File: config.mk
export PLATFORM = sky130hd
export DESIGN_NAME = beat_deserializer
export DESIGN_NICKNAME = d
export VERILOG_FILES = /design/src/rtl/beat_deserializer.sv
export SDC_FILE = /design/constraint.sdc
export NUM_CORES = 1
export LEC_CHECK = 0
export ABC_AREA = 1
export BUFFER_PORTS_ARGS = -buffer_cell sky130_fd_sc_hd__buf_2
export CAP_MARGIN = 20
export CORE_MARGIN = 3
export CORE_UTILIZATION = 51
export CTS_CLUSTER_SIZE = 24
export DETAILED_ROUTE_END_ITERATION = 16
export PLACE_DENSITY_LB_ADDON = 0.2
export SETUP_SLACK_MARGIN = 0.4
export SLEW_MARGIN = 20
export SYNTH_ARGS = -nofsm -noshare
export SYNTH_HDL_FRONTEND = slang
export SYNTH_SLANG_ARGS = --single-unit
File: constraint.sdc
create_clock -name clk -period 1.46 [get_ports clk]
set_clock_uncertainty 0.15 [all_clocks]
set_input_delay 0 -clock clk [delete_from_list [all_inputs] [get_ports clk]]
set_output_delay 0 -clock clk [all_outputs]
set_load 0.005 [all_outputs]
File: src/rtl/beat_deserializer.sv
// beat_deserializer: packs BEATS narrow beats from a valid/ready slave port into one
// wide word on a valid/ready master port. An early s_last flushes a partial word, and
// m_keep/m_count describe which beat slots hold received data.
module beat_deserializer #(
   parameter int unsigned  BEAT_W    = 8,
   parameter int unsigned  BEATS     = 4,
   parameter int unsigned  MSB_FIRST = 0,
   localparam int unsigned CNT_W     = $clog2(BEATS)
) (
   input  logic                    clk,
   input  logic                    rst_n,
   input  logic                    s_valid,
   output logic                    s_ready,
   input  logic [BEAT_W-1:0]       s_data,
   input  logic                    s_last,
   output logic                    m_valid,
   input  logic                    m_ready,
   output logic [BEAT_W*BEATS-1:0] m_data,
   output logic [BEATS-1:0]        m_keep,
   output logic                    m_last,
   output logic [CNT_W:0]          m_count
);

   localparam int unsigned      WORD_W   = BEAT_W * BEATS;
   localparam logic [CNT_W-1:0] LAST_IDX = CNT_W'(BEATS - 1);

   // Assembling word state
   logic [CNT_W-1:0]  cnt_q, cnt_d;
   logic [WORD_W-1:0] acc_q, acc_d;
   logic [BEATS-1:0]  keep_q, keep_d;

   // Output word registers
   logic              m_valid_q, m_valid_d;
   logic [WORD_W-1:0] m_data_q, m_data_d;
   logic [BEATS-1:0]  m_keep_q, m_keep_d;
   logic              m_last_q, m_last_d;
   logic [CNT_W:0]    m_count_q, m_count_d;

   logic              accept;
   logic              complete;
   logic [WORD_W-1:0] merged;
   logic [BEATS-1:0]  keep_merged;

   // The output register can take a new word whenever it is empty or being drained.
   assign s_ready  = !m_valid_q || m_ready;
   assign accept   = s_valid && s_ready;
   assign complete = accept && ((cnt_q == LAST_IDX) || s_last);

   // Merge the incoming beat into its data slice and set its keep bit.
   always_comb begin
      merged      = acc_q;
      keep_merged = keep_q;
      for (int i = 0; i < BEATS; i++) begin
         if (cnt_q == CNT_W'(i)) begin
            keep_merged[i] = 1'b1;
            if (MSB_FIRST != 0) begin
               merged[(BEATS-1-i)*BEAT_W +: BEAT_W] = s_data;
            end else begin
               merged[i*BEAT_W +: BEAT_W] = s_data;
            end
         end
      end
   end

   // Next-state: retire, complete (possibly in the same cycle) or accumulate.
   always_comb begin
      cnt_d     = cnt_q;
      acc_d     = acc_q;
      keep_d    = keep_q;
      m_valid_d = m_valid_q;
      m_data_d  = m_data_q;
      m_keep_d  = m_keep_q;
      m_last_d  = m_last_q;
      m_count_d = m_count_q;
      if (m_valid_q && m_ready) begin
         m_valid_d = 1'b0;
      end
      if (complete) begin
         // Unused slots are already zero: the accumulator is cleared on every completion.
         m_valid_d = 1'b1;
         m_data_d  = merged;
         m_keep_d  = keep_merged;
         m_last_d  = s_last;
         m_count_d = {1'b0, cnt_q} + (CNT_W+1)'(1);
         cnt_d     = '0;
         acc_d     = '0;
         keep_d    = '0;
      end else if (accept) begin
         acc_d  = merged;
         keep_d = keep_merged;
         cnt_d  = cnt_q + CNT_W'(1);
      end
   end

   // State registers with asynchronous active-low reset.
   always_ff @(posedge clk or negedge rst_n) begin
      if (!rst_n) begin
         cnt_q     <= '0;
         acc_q     <= '0;
         keep_q    <= '0;
         m_valid_q <= 1'b0;
         m_data_q  <= '0;
         m_keep_q  <= '0;
         m_last_q  <= 1'b0;
         m_count_q <= '0;
      end else begin
         cnt_q     <= cnt_d;
         acc_q     <= acc_d;
         keep_q    <= keep_d;
         m_valid_q <= m_valid_d;
         m_data_q  <= m_data_d;
         m_keep_q  <= m_keep_d;
         m_last_q  <= m_last_d;
         m_count_q <= m_count_d;
      end
   end

   assign m_valid = m_valid_q;
   assign m_data  = m_data_q;
   assign m_keep  = m_keep_q;
   assign m_last  = m_last_q;
   assign m_count = m_count_q;

endmodule

==> flow_summary.json <==
{
  "yosysSeqAreaShare": 0.557,
  "grtUsageTotal": 0.251,
  "die_h_microns": 89.4,
  "area_growth_pct": 34.2,
  "synth.distinct_cells": 12,
  "layout.nets": 548,
  "drt_first_pass_iters": 5,
  "placed_area_sq_um": 4080,
  "drive_gt1_frac": 0.305,
  "cp-start-kind": "flop",
  "dp.final_hpwl_mm": 5.91,
  "core_area_sq_um": 6530,
  "drv_slew": 0,
  "syn_inst": 450,
  "cts_buffer_depth": 2,
  "final.min_clock_period_ns": 1.55,
  "r2r_setup_slack_ns": -0.09,
  "tightest_slew_ns": 0.336,
  "path_buf_inv": 2,
  "initial_core_util": 0.543,
  "crit_type": "reg2reg",
  "drv_cap": 0,
  "h-tree-depth": 3,
  "violations": "negative hold slack, negative setup slack",
  "setup_viol": 58,
  "tritoncts": "built",
  "worstSkewPairLatency_ns": 0.35,
  "grt_first_pass_wirelength_mm": 15.1,
  "crit_family": "flip-flops",
  "pwr_density_cell_nw_per_um2": 1330,
  "fin_area_sq_um": 4760,
  "cp_max_fo": 8,
  "io_pins": 55,
  "ir_drop_mv": 0.851,
  "path_common_cell": "nand2_2",
  "fin_ws_ns": -0.0886,
  "ant_nets": 0,
  "antenna_found_initial": 0,
  "fmax_ghz": 0.646,
  "post_drt_wl_per_cell_microns": 16.1,
  "vias_per_cell": 5.42,
  "worstPathRequired_ns": 1.55,
  "hold_ws_ns": -0.0646,
  "period_share": 1.06,
  "slowest_stage": "dfrtp_2",
  "cpPeakStageDelay_ns": 0.48,
  "worstRegToRegCells": 7,
  "grt_max_degree": 45,
  "diodes": 0,
  "hold_viol": 25,
  "grt-ovfl-total": 0,
  "drt_iter0_markers": 271,
  "portBuffers": 54,
  "drt_wl_total_mm": 9.85,
  "timing.rr.end": "acc_q[19]",
  "first_global_vias": 3127,
  "cts_hold_buf": 11,
  "drc": 0,
  "yosysWarnings": 0,
  "relSlewSlack": 0.776,
  "synth.cell_area_sq_um": 3550,
  "rsz0062_at_grt": "yes",
  "status": "finished with violations",
  "worstHoldPathType": "in2async",
  "p_total_mw": 6.35,
  "cts_sinks": 79,
  "dp_cells": 572,
  "r2r-start": "cnt_q[0]",
  "crit_chain": "inv_4, ha_4, clkinvlp_4, nand2_2, nand2_2, nand3_1, nand2_1",
  "dieArea_sq_um": 8000,
  "avgSynthCellArea_sq_um": 7.89,
  "pre_cts_ws_ns": -0.0342,
  "synth_nets": 467,
  "ys_ff_latch": 79,
  "gp_congestion": 0.822,
  "dieWidth_microns": 89.4,
  "crit_arrival_ns": 1.64,
  "final_cells": 612,
  "clk_pin_slew_ns": 0.08,
  "row_count": 29,
  "route.vias.total": 3318,
  "clock-root-buffer": "clkbuf_8",
  "endpoint_kind": "flop",
  "p_leak_nw": 2.75,
  "numCtsBuffers": 9
}
## Yosys cell counts, drive strengths merged
cell	n	area share
nand2	249	0.26
dfrtp	79	0.56
nand3	66	0.093
buf	22	0.035
inv	19	0.020
clkbuf	4	0.0042
ha	4	0.014
or2	4	0.0070
nand4	2	0.0035
a21oi	1	0.0025
## report_power, final
group | switching (mW) | internal, mW | leakage, nW
combinational | 1.07 | 0.882 | 1.60
clock | 0.786 | 0.753 | 0.0959
sequential | 0.266 | 2.59 | 1.06
total | 2.12 | 4.22 | 2.75
## worst max-delay path by stage
stage	startpoint	to	slack, ns	cells after the start
floorplan	cnt_q[1]	m_data[21]	0.06	7
global route	cnt_q[0]	acc_q[23]	-0.16	7
detailed placement	cnt_q[1]	m_data[23]	-0.03	7
finish	cnt_q[0]	acc_q[19]	-0.09	7
global placement	cnt_q[0]	m_data[17]	0.03	7
CTS	cnt_q[0]	m_data[16]	0.02	7
## per-stage QoR
step / utilization / setup TNS, ns
final: 0.729 / -3.45
after global routing: 0.729 / -7.62
after CTS: 0.681 / 0
after detailed placement: 0.625 / -0.667
after global placement: 0.625 / 0
after floorplan: - / 0
## state kept, by name, summed over array words and instances (netlist names)
name / cells
acc_q: 32
m_data: 32
keep_q: 4
m_keep: 4
m_count: 3
cnt_q: 2
m_last: 1
m_valid: 1
## layout by cell type (no fill, tap or decap), types with 3 or more instances in the layout
cell type | Yosys | layout
buf_12 | 0 | 6
buf_2 | 16 | 51
buf_4 | 6 | 19
buf_6 | 0 | 5
clkbuf_16 | 0 | 3
clkbuf_8 | 0 | 12
dfrtp_1 | 79 | 76
dfrtp_2 | 0 | 3
dlygate4sd3_1 | 0 | 11
ha_4 | 0 | 4
inv_1 | 17 | 9
inv_2 | 2 | 5
inv_4 | 0 | 3
nand2_1 | 249 | 217
nand2_2 | 0 | 22
nand2_4 | 0 | 9
nand3_1 | 66 | 56
nand3_2 | 0 | 9
or2_4 | 0 | 4
## cell type report
cell class              instances  area [sq um]
flip-flops and latches         79          1980
multi-input cells             326          1630
inverters                      19          90.1
clock buffers                  13           169
repair buffers                 96           787
fillers                       500          1770
clock inverters                 2          13.8
well taps                      77          96.3
## metal layers
| layer | vias up | wire length (microns) | track usage |
|---|---|---|---|
| met3 | 25 | 640 | 0.0488 |
| met5 | - | 0 | 0 |
| met2 | 139 | 4730 | 0.392 |
| li1 | 1566 | - | - |
| met4 | 0 | 287 | 0.104 |
| met1 | 1588 | 4190 | 0.342 |
## timing repair
item / CTS / global route
resized for setup: 7 / 57
endpoints found under the hold margin: 139 / 24
buffers inserted: 2 / 8
endpoints found under the setup margin: 81 / 86
pin swaps: 2 / 15
cloned: 1 / 3
## cell families after synthesis
logic type               synth area share
flip-flops                          0.557
buffers and inverters              0.0596
AND/OR/NAND/NOR                     0.367
adder cells (fa/ha/maj)            0.0141
AO/OA/AOI/OAI                     0.00247
(Power assumes the default switching activity.)
